==> src/rtl/seq_pattern_detector.sv <==
// ----------------------------------------------------------------------------
// seq_pattern_detector
//
// Moore-style serial pattern detector. Qualified bits (j sampled only when
// j_valid=1) shift into a PAT_W-bit history register. When PAT_W bits have
// been collected and the history equals the pattern, a one-cycle registered
// pulse is raised on w and a saturating counter is incremented. Detection may
// be overlapping (a match keeps the history armed) or non-overlapping (a match
// restarts collection from zero bits), chosen per edge by overlap_en.
//
// Parameters:
//   PAT_W    pattern length in bits (2..32)
//   PATTERN  reset/default pattern, MSB is the first bit received
//   CNT_W    width of match_cnt, saturates at 2^CNT_W-1
//
// Ports:
//   clk        rising-edge clock
//   rst        asynchronous active-low reset
//   j          serial data bit
//   j_valid    qualifies j on the current edge
//   overlap_en 1 = overlapping detection, 0 = non-overlapping
//   clr_cnt    synchronous clear of match_cnt (wins over a same-edge match)
//   pat_load   (SEQ_PATTERN_LOAD_EN only) load pat_in as the new pattern
//   pat_in     (SEQ_PATTERN_LOAD_EN only) pattern value to load
//   w          registered one-cycle match pulse
//   match_cnt  saturating count of matches
//
// Build option:
//   SEQ_PATTERN_LOAD_EN  adds pat_load/pat_in and a run-time pattern register.
//                        Undefined: the pattern is the constant PATTERN.
// ----------------------------------------------------------------------------
module seq_pattern_detector #(
    parameter int unsigned      PAT_W   = 5,
    parameter logic [PAT_W-1:0] PATTERN = 5'b10110,
    parameter int unsigned      CNT_W   = 8
) (
    input  logic             clk,
    input  logic             rst,
    input  logic             j,
    input  logic             j_valid,
    input  logic             overlap_en,
    input  logic             clr_cnt,
`ifdef SEQ_PATTERN_LOAD_EN
    input  logic             pat_load,
    input  logic [PAT_W-1:0] pat_in,
`endif
    output logic             w,
    output logic [CNT_W-1:0] match_cnt
);

    localparam int unsigned      FILL_W  = $clog2(PAT_W + 1);
    localparam logic [FILL_W-1:0] FULL    = FILL_W'(PAT_W);
    localparam logic [CNT_W-1:0]  CNT_MAX = {CNT_W{1'b1}};

    // FILLING while fewer than PAT_W bits are held; only ARMED can match.
    typedef enum logic {
        FILLING,
        ARMED
    } phase_t;

    logic [PAT_W-1:0]  hist_q, hist_d, hist_shift;
    logic [FILL_W-1:0] fill_q, fill_d, fill_inc;
    logic [PAT_W-1:0]  pat_q;
    logic              load;
    logic              match;
    logic              w_d;
    logic [CNT_W-1:0]  cnt_d;
    phase_t            phase;

    // ------------------------------------------------------------------------
    // Pattern source
    // ------------------------------------------------------------------------
`ifdef SEQ_PATTERN_LOAD_EN
    assign load = pat_load;

    // NOTE: the pattern register resets to PATTERN so the block detects the
    // default pattern without ever being loaded.
    always_ff @(posedge clk or negedge rst) begin
        if (!rst) begin
            pat_q <= PATTERN;
        end else if (pat_load) begin
            pat_q <= pat_in;
        end
    end
`else
    assign load  = 1'b0;
    assign pat_q = PATTERN;
`endif

    // ------------------------------------------------------------------------
    // State register
    // ------------------------------------------------------------------------
    // NOTE: sequential state uses non-blocking assignments so every flop
    // samples the pre-edge value of every other flop.
    always_ff @(posedge clk or negedge rst) begin
        if (!rst) begin
            hist_q    <= '0;
            fill_q    <= '0;
            w         <= 1'b0;
            match_cnt <= '0;
        end else begin
            hist_q    <= hist_d;
            fill_q    <= fill_d;
            w         <= w_d;
            match_cnt <= cnt_d;
        end
    end

    // ------------------------------------------------------------------------
    // Next-state logic
    // ------------------------------------------------------------------------
    assign phase      = (fill_q == FULL) ? ARMED : FILLING;
    assign hist_shift = {hist_q[PAT_W-2:0], j};
    assign fill_inc   = (phase == ARMED) ? FULL : fill_q + FILL_W'(1);

    // NOTE: every output of this block gets a default first, so no path
    // leaves a signal unassigned and no latch is inferred.
    always_comb begin
        hist_d = hist_q;
        fill_d = fill_q;
        match  = 1'b0;
        if (load) begin
            // A load restarts collection; j/j_valid are ignored this edge.
            fill_d = '0;
        end else if (j_valid) begin
            match  = (fill_inc == FULL) && (hist_shift == pat_q);
            hist_d = hist_shift;
            // Non-overlapping: the next match must be built from fresh bits.
            fill_d = (match && !overlap_en) ? '0 : fill_inc;
        end
    end

    // ------------------------------------------------------------------------
    // Output logic (values registered into w / match_cnt)
    // ------------------------------------------------------------------------
    always_comb begin
        w_d   = match;
        cnt_d = match_cnt;
        if (clr_cnt) begin
            cnt_d = '0;
        end else if (match && (match_cnt != CNT_MAX)) begin
            cnt_d = match_cnt + CNT_W'(1);
        end
    end

endmodule

==> config.mk <==
export PLATFORM = sky130hd
export DESIGN_NAME = seq_pattern_detector
export DESIGN_NICKNAME = d
export VERILOG_FILES = /design/src/rtl/seq_pattern_detector.sv
export SDC_FILE = /design/constraint.sdc
export NUM_CORES = 1
export LEC_CHECK = 0
export BUFFER_PORTS_ARGS = -buffer_cell sky130_fd_sc_hd__buf_2
export CORE_MARGIN = 8
export CORE_UTILIZATION = 50
export CTS_BUF_LIST = sky130_fd_sc_hd__clkbuf_4 sky130_fd_sc_hd__clkbuf_8
export DETAILED_ROUTE_END_ITERATION = 8
export GPL_ROUTABILITY_DRIVEN = 0
export MAX_ROUTING_LAYER = met4
export PLACE_DENSITY = 0.75
export SLEW_MARGIN = 15
export SYNTH_ARGS = -nofsm -noshare
export SYNTH_HDL_FRONTEND = slang
export SYNTH_SLANG_ARGS = --single-unit
==> constraint.sdc <==
create_clock -name clk -period 1.39 [get_ports clk]
set_input_delay 0.278 -clock clk [delete_from_list [all_inputs] [get_ports clk]]
set_output_delay 0.278 -clock clk [all_outputs]
set_load 0.005 [all_outputs]
# After elaboration in Yosys (flattened, before gate mapping)
# Index checks and enable logic that the tools add are counted.
# op_classes
n_addsub,2
eq_ne,4
muxes,6
reduce_logical,5
# op_table
cell,count
8-bit two-way mux,2
"8-bit by 1-bit adder with 8-bit output, second input constant",1
"8-bit != test, second input constant",1
"3-bit equality test, second input constant",2
3-bit two-way mux,2
"5-bit equality test, second input constant",1
"3-bit by 1-bit adder with 3-bit output, second input constant",1
1-bit logical AND,3
1-bit two-way mux,2
2-bit nonzero test,1
1-bit logical NOT,1
# word_totals
register_bits,16
input_bits,6
output_inout_bits,9
wordCells,21

# Depth between registers and ports, before layout
# Gate-level depths: netlist of the first run.
# depth
depth_word,9
mapped_depth,6
ltp_nobuf,5

# Least setup slack after synthesis of the first run
# OpenSTA, ideal clock, no wires.
# synth_timing
path_type,register -> register
startpoint,register match_cnt[0]
endpoint,register match_cnt[3]
setup_time_ns,0.078
arrival_time_ns,1.453
t_required_ns,1.312
path_slack_ns,-0.141
stages_incl_launch_ff,7
path_buffers,1
synth_period_minus_slack_ns,1.531
cell_sequence,dfrtp_1 > ha_1 > nand3_1 > o211ai_2 > buf_6 > or3_1 > a21oi_1
# synth_between
elab_chain_len,3
word_cells_on_any_way,6
classes_between,add/sub (1); eq/ne (1); mux (2); reduce/logical (2)
# synth_rtl
item,line,text
from (decl),48,output logic [CNT_W-1:0] match_cnt
from (signal assigned),105,match_cnt <= cnt_d;
8-bit by 1-bit adder with 8-bit output or 8-bit != test (tied branches),"142, 141",
8-bit two-way mux or 1-bit logical AND (tied branches),141,end else if (match && (match_cnt != CNT_MAX)) begin
8-bit two-way mux or 2-bit nonzero test (tied branches),--,
# Several ways; a longest one is shown, not always the timed one. The select of a mux whose other input is x is not followed.
# A chain may end at the register's enable or synchronous reset.

# Final worst setup path of the first run
# layout_timing
startpoint,register fill_q[1]
endpoint,register match_cnt[7]
# layout_between
elab_chain_len,8
word_cells_on_any_way,9
classes_between,add/sub (1); eq/ne (2); mux (3); reduce/logical (3)
# layout_rtl
item,line,text
from (decl),62,"logic [FILL_W-1:0] fill_q, fill_d, fill_inc;"
from (signal assigned),103,fill_q <= fill_d;
branches (longest 2 deep; another with 3-bit by 1-bit adder with 3-bit output),--,
3-bit two-way mux *,114,assign fill_inc = (phase == ARMED) ? FULL : fill_q + FILL_W'(1);
3-bit equality test *,126,match = (fill_inc == FULL) && (hist_shift == pat_q);
1-bit logical AND *,126,
1-bit two-way mux *,125,end else if (j_valid) begin
1-bit logical AND *,141,
2-bit nonzero test (no line) *,--,
# Mark *: on every way between the ends.

==> results of run 1 <==
## timing repair
item | 4_1_cts | 5_1_grt
setup endpoints to repair | 10 | 10
pin swaps | 6 | 6
endpoints found under the hold margin | 16 | 0
gates resized for setup | 4 | 11
buffers inserted | 2 | 0
gates cloned | 1 | 0
hold buffers | 1 | 0
## placed cells by master (no fill, tap or decap), types with 4 or more instances in the layout
cell type,Yosys,layout
nand3_1,5,4
dfrtp_1,16,16
inv_1,4,4
buf_4,0,18
buf_2,0,14
nand2_1,4,4
## power by group through the flow
stage / registers, W / clock network [W] / logic (W)
after floorplan: 0.000582 / 0 / 0.000131
after global placement: 0.000575 / 0 / 0.000248
after detailed placement: 0.000577 / 0 / 0.000255
after CTS: 0.000568 / 0.000237 / 0.000267
after global routing: 0.000583 / 0.000259 / 0.000333
final: 0.000576 / 0.000236 / 0.000302
## metrics by stage
step | instances | cell area [µm²] | setup TNS, ns | hold slack [ns]
after CTS | 125 | 1060 | -0.700 | 0.254
after detailed placement | 118 | 992 | -1.21 | 0.204
after global placement | 118 | 992 | -0.942 | 0.209
after floorplan | 74 | 793 | -0.258 | -0.0176
final | 125 | 1120 | -0.817 | 0.271
after global routing | 125 | 1120 | -1.52 | 0.273
## final cells by class
type / count / area [µm²]
Clock buffer: 3 / 22.5
Fill cell: 101 / 365
Inverter: 4 / 15.0
Multi-Input combinational cell: 52 / 439
Sequential cell: 16 / 400
Tap cell: 16 / 20.0
Timing Repair Buffer: 34 / 226
## state kept, by name, indices dropped and copies added (netlist names)
| name | cells |
|---|---|
| match_cnt | 8 |
| w | 1 |
| hist_q | 4 |
| fill_q | 3 |
## layer usage
| metal | track usage | vias to the layer above |
|---|---|---|
| met4 | 0.0317 | 0 |
| met1 | 0.136 | 368 |
| met3 | 0.0297 | 0 |
| met2 | 0.192 | 25 |
| li1 | - | 354 |
| met5 | - | - |
## synthesized netlist by cell type, drive strengths merged
cell	instances
a21boi	1
a21oi	6
a31o	1
a31oi	2
and2	1
and4b	1
and4bb	1
buf	2
clkbuf	1
dfrtp	16
ha	1
inv	4
mux2	3
mux2i	1
nand2	4
nand3	5
nand4	1
nor2	3
o211ai	1
o21ai	6
o311ai	1
o31ai	4
or3	3
or4	3
or4b	1
xor2	1
## worst min-delay path by stage
stage                     cells past startpoint                  endpoint  slack (ns)
after floorplan                               0     fill_q[0]$_DFFE_PN0P_       -0.02
after global placement                        1  match_cnt[5]$_DFFE_PN0P_        0.21
after detailed placement                      1  match_cnt[4]$_DFFE_PN0P_        0.20
after CTS                                     2  match_cnt[4]$_DFFE_PN0P_        0.25
after global routing                          2     hist_q[0]$_DFFE_PN0P_        0.27
final                                         2  match_cnt[7]$_DFFE_PN0P_        0.27
## cells by family after synthesis
kind of cell,after synthesis
compound gates,22
xor+xnor,1
fa+ha+maj,1
buf+inv,7
flops,16
mux,4
simple gates,23
## worst max-delay path, delay by kind of cell, from the launching register on
kind	cells	cell delay [ns]
and+or+nand+nor	2	0.87
AOI/OAI and AO/OA	2	0.23
DFF	1	0.41
==> key figures, run 1 <==
Run status
  – Status: finished with violations
  – Failing checks: setup timing

Timing
  – RSZ-0062 raised after global routing: true
  – Post-route setup slack: -0.171 ns
  – Period minus WS final: 1.56 ns
  – Final slew viol count: 0
  – Highest clock rate: 641 MHz
  – Crit share post-route: 1.12
  – Final Hold Fails: 0
  – Actual slew at the worst max-slew pin: 0.352 ns
  – Max transition margin: 0.765
  – Setup violators final: 9
  – Worst clock skew: 0.00353 ns

Synth
  – Main combinational cell family by area after synthesis: simple AND/OR/NAND/NOR gates
  – Yosys cell types: 28
  – Synth Area in Compound Gates: 0.178
  – Syn_area_per_cell: 10.6 µm²
  – Post-synth top area share: 0.510
  – Largest cells by area after synthesis: dfrtp_1 51%, mux2_2 4.3%, a21oi_1 3.8%
  – Synthesis warning total: 0
  – Register bit total from synthesis: 16
  – Fraction of synthesized cell area in xor and xnor cells: 0.0111
  – Mapped cell area: 786 µm²
  – Seq/Total Area, Yosys: 0.510
  – Post-synthesis mux area share: 0.0557
  – Adder-cell share of the synthesized area: 0.0159
  – Yosys top cell by area: dfrtp_1
  – Simple-gate area share of the yosys netlist: 0.186
  – Cell count after synthesis: 74
  – Mapped Nets: 81

Power
  – Power per cell area: 991 nW/µm²
  – Peak supply drop: 0.000626 V
  – Net Sw Frac: 0.296
  – Internal power: 0.000784 W
  – Comb pwr share: 0.271
  – Clock Power Share: 0.212
  – Pleak: 0.515 nW
  – Sw Pwr: 0.000330 W
  – Final Total Pwr: 0.00111 W
  – Flop pwr share: 0.517

Setup path
  – Crit start category: register
  – R2R setup slack: -0.17 ns
  – Worst path cell trace: and4bb_4 > o211ai_4 > or4_1 > a21oi_2
  – Crit. Startpoint: fill_q[1]$_DFFE_PN0P_
  – CP max stage cell: or4_1
  – CP arrival: 1.77 ns
  – Largest stage delay on the critical path: 0.50 ns
  – Timing endpoint of the critical path: match_cnt[7]$_DFFE_PN0P_
  – Worst Path Required: 1.60 ns
  – RR Endpoint: match_cnt[7]$_DFFE_PN0P_
  – Reg2reg start: fill_q[1]$_DFFE_PN0P_
  – Endpoint type of the worst setup path: register
  – Critical path class: register to register
  – R2r worst-path depth: 4
  – CP max FO: 5

Drt
  – Avg Vias per Cell: 5.98
  – Routed wire length: 1920 µm
  – DRT Pass-1 Iters: 4
  – Initial DRC count: 20
  – Met1 Routed Length: 866 µm
  – Met3 wire length: 111 µm
  – Avg WL per Cell: 15.4 µm
  – Highest metal used: met3
  – Vias: 747
  – Routed Antenna Nets: 0
  – DRC Markers: 0
  – WL met2: 942 µm

Global routing
  – GRT overflow: 0
  – Vias in the first global route: 748
  – Initial antenna violation count: 0
  – Total Routing Usage GR: 0.116
  – Largest net degree at the start of global routing: 17
  – First-pass GRT wire length: 3040 µm

Clock network
  – CTS Buf Count: 3
  – Clock Latency Late Sink: 0.28 ns
  – Clk sinks: 16
  – CTS Root Cell: clkbuf_4
  – Worst-path clk slew: 0.09 ns
  – CTS tree: built
  – Htree depth: 1
  – Max clock buf depth: 2

Floorplanning
  – Num ports: 15
  – Starting density of the core: 0.528
  – Die area: 3100 µm²
  – Rows: 14
  – Core Area: 1490 µm²
  – Die W: 55.6 µm
  – Die Height: 55.6 µm

Placed design
  – Buffers on Ports: 14
  – Detailed Place HPWL: 1230 µm
  – Pre-CTS setup slack: -0.212 ns

Worst hold path
  – HP Start: clr_cnt
  – Worst min-delay path category: input port to register

Cells and area
  – Final Core Density: 0.755
  – Antenna Cells: 0
  – Share of layout cells above drive strength 1: 0.495
  – Synthesis-to-finish area growth: 43.0%
  – Nets: 118

Job
  – Max Cap Violations: 0
Note: power is estimated with default switching activity, not from simulation.
==> run 2: changes to the inputs <==
--- a/config.mk
+++ b/config.mk
@@ -13,6 +13,7 @@
 export GPL_ROUTABILITY_DRIVEN = 0
 export MAX_ROUTING_LAYER = met4
 export PLACE_DENSITY = 0.75
+export REMOVE_ABC_BUFFERS = 1
 export SLEW_MARGIN = 15
 export SYNTH_ARGS = -nofsm -noshare
 export SYNTH_HDL_FRONTEND = slang
==> key figures, run 2 (synthesis gave the netlist of run 1 again) <==
Global routing
  – Vias in the first global route: 816 (was 748)
  – Largest net degree at the start of global routing: 17 (unchanged)
  – Initial antenna violation count: 0 (unchanged)
  – GRT overflow: 0 (unchanged)
  – Total Routing Usage GR: 0.145 (was 0.116)
  – First-pass GRT wire length: 3630 µm (was 3040 µm)

Floorplanning
  – Die W: 55.6 µm (unchanged)
  – Core Area: 1490 µm² (unchanged)
  – Starting density of the core: 0.528 (unchanged)
  – Die area: 3100 µm² (unchanged)
  – Die Height: 55.6 µm (unchanged)
  – Rows: 14 (unchanged)
  – Num ports: 15 (unchanged)

Clock network
  – Htree depth: 1 (unchanged)
  – Clk sinks: 16 (unchanged)
  – CTS Root Cell: clkbuf_4 (unchanged)
  – Clock Latency Late Sink: 0.29 ns (was 0.28 ns)
  – CTS Buf Count: 3 (unchanged)
  – CTS tree: built (unchanged)
  – Worst-path clk slew: 0.10 ns (was 0.09 ns)
  – Max clock buf depth: 2 (unchanged)

Timing
  – Final Hold Fails: 0 (unchanged)
  – RSZ-0062 raised after global routing: true (unchanged)
  – Worst Hold Margin: 0.250 ns (was 0.271 ns)
  – Max transition margin: 0.755 (was 0.765)
  – Highest clock rate: 646 MHz (was 641 MHz)
  – Worst clock skew: 0.00552 ns (was 0.00353 ns)
  – Post-route setup slack: -0.159 ns (was -0.171 ns)
  – Actual slew at the worst max-slew pin: 0.368 ns (was 0.352 ns)
  – Period minus WS final: 1.55 ns (was 1.56 ns)
  – Setup violators final: 10 (was 9)
  – Final slew viol count: 0 (unchanged)
  – Crit share post-route: 1.11 (was 1.12)

Cells and area
  – Nets: 119 (was 118)
  – Most frequent cells in the layout: 20 x buf_4, 15 x dfrtp_1, 14 x buf_2 (was 18 x buf_4, 16 x dfrtp_1, 14 x buf_2)
  – Max reg flops: 8 (unchanged)
  – Share of layout cells above drive strength 1: 0.577 (was 0.495)
  – Antenna Cells: 0 (unchanged)
  – Reg with most FFs: match_cnt (unchanged)
  – Synthesis-to-finish area growth: 48.4% (was 43.0%)
  – Most common cell after layout, fill and taps aside: buf_4 (unchanged)
  – Top Registers: match_cnt: 8 flops, hist_q: 4 flops, fill_q: 3 flops (unchanged)
  – Final instance area: 1170 µm² (was 1120 µm²)

Setup path
  – Worst Path Required: 1.61 ns (was 1.60 ns)
  – Worst path cell trace: and4bb_2 > o211ai_4 > or4_1 > a21oi_1 (was and4bb_4 > o211ai_4 > or4_1 > a21oi_2)
  – Buf+Inv Stages, Crit Path: 0 (unchanged)
  – Crit start category: register (unchanged)
  – CP arrival: 1.77 ns (about the same)
  – Endpoint type of the worst setup path: register (unchanged)
  – Largest stage delay on the critical path: 0.48 ns (was 0.50 ns)
  – R2R setup slack: -0.16 ns (was -0.17 ns)
  – CP max stage cell: or4_1 (unchanged)
  – Top delay family on crit path: simple AND/OR/NAND/NOR gates (unchanged)
  – CP max FO: 6 (was 5)
  – Critical path class: register to register (unchanged)

Drt
  – DRT Pass-1 Iters: 4 (unchanged)
  – Vias: 753 (was 747)
  – Avg WL per Cell: 17.0 µm (was 15.4 µm)
  – DRC Markers: 0 (unchanged)
  – Initial DRC count: 5 (was 20)
  – Avg Vias per Cell: 5.93 (was 5.98)
  – Routed wire length: 2160 µm (was 1920 µm)
  – Routed Antenna Nets: 0 (unchanged)

Power
  – Final Total Pwr: 0.00123 W (was 0.00111 W)
  – Power per cell area: 1050 nW/µm² (was 991 nW/µm²)
  – Peak supply drop: 0.000721 V (was 0.000626 V)
  – Pleak: 0.541 nW (was 0.515 nW)

Placed design
  – Detailed Place HPWL: 1290 µm (was 1230 µm)
  – Post-place instance area: 962 µm² (was 992 µm²)
  – Buffers on Ports: 14 (unchanged)

Run status
  – Status: finished with violations (unchanged)
  – Failing checks: setup timing (unchanged)

Job
  – Max Cap Violations: 0 (unchanged)

Worst hold path
  – Worst min-delay path category: input port to register (unchanged)
==> run 2: cell type report <==
cell class / count / area [µm²]
tap: 16 / 20.0
fill: 96 / 323
timing repair buffer: 35 / 230
inverter: 4 / 15.0
clock buffer: 4 / 36.3
sequential: 16 / 402
multi-input combinational: 52 / 463
==> run 2: metal layers <==
| layer | track usage | up-vias | routed length (µm) |
|---|---|---|---|
| met5 | - | - | 0 |
| met4 | 0.0880 | 0 | 62 |
| met3 | 0.0457 | 6 | 103 |
| met2 | 0.245 | 15 | 1090 |
| met1 | 0.142 | 377 | 900 |
| li1 | - | 355 | - |
==> run 2: where the power goes <==
| part | total [W] | internal (W) | switching [W] |
|---|---|---|---|
| logic | 0.000327 | 0.000177 | 0.000151 |
| registers | 0.000583 | 0.000526 | 0.0000569 |
| clock network | 0.000315 | 0.000160 | 0.000155 |
==> run 2: path summary, 6_finish.rpt <==
path,start,end,cells past startpoint
max in group asynchronous,rst,fill_q[2]$_DFFE_PN0P_,2
min,clr_cnt,match_cnt[4]$_DFFE_PN0P_,2
max,fill_q[1]$_DFFE_PN0P_,match_cnt[5]$_DFFE_PN0P_,4
min reg2reg,fill_q[2]$_DFFE_PN0P_,fill_q[2]$_DFFE_PN0P_,1
max reg2reg,fill_q[1]$_DFFE_PN0P_,match_cnt[5]$_DFFE_PN0P_,4
min in group asynchronous,rst,match_cnt[4]$_DFFE_PN0P_,2
==> run 2: repair_timing <==
action / in CTS / in global routing
hold buffers: 1 / 0
endpoints found under the hold margin: 16 / 0
pin swaps: 9 / 5
gates cloned: 1 / 0
buffers inserted: 5 / 1
setup endpoints to repair: 10 / 10
resized for setup: 8 / 15
==> run 2: per-stage QoR <==
step | instances | util | setup WS, ns | setup TNS [ns]
floorplan | 71 | - | -0.247 | -1.09
global placement | 115 | 0.646 | -0.209 | -1.33
detailed placement | 115 | 0.646 | -0.266 | -1.71
CTS | 126 | 0.738 | -0.134 | -0.691
global route | 127 | 0.783 | -0.199 | -1.48
finish | 127 | 0.783 | -0.159 | -0.957
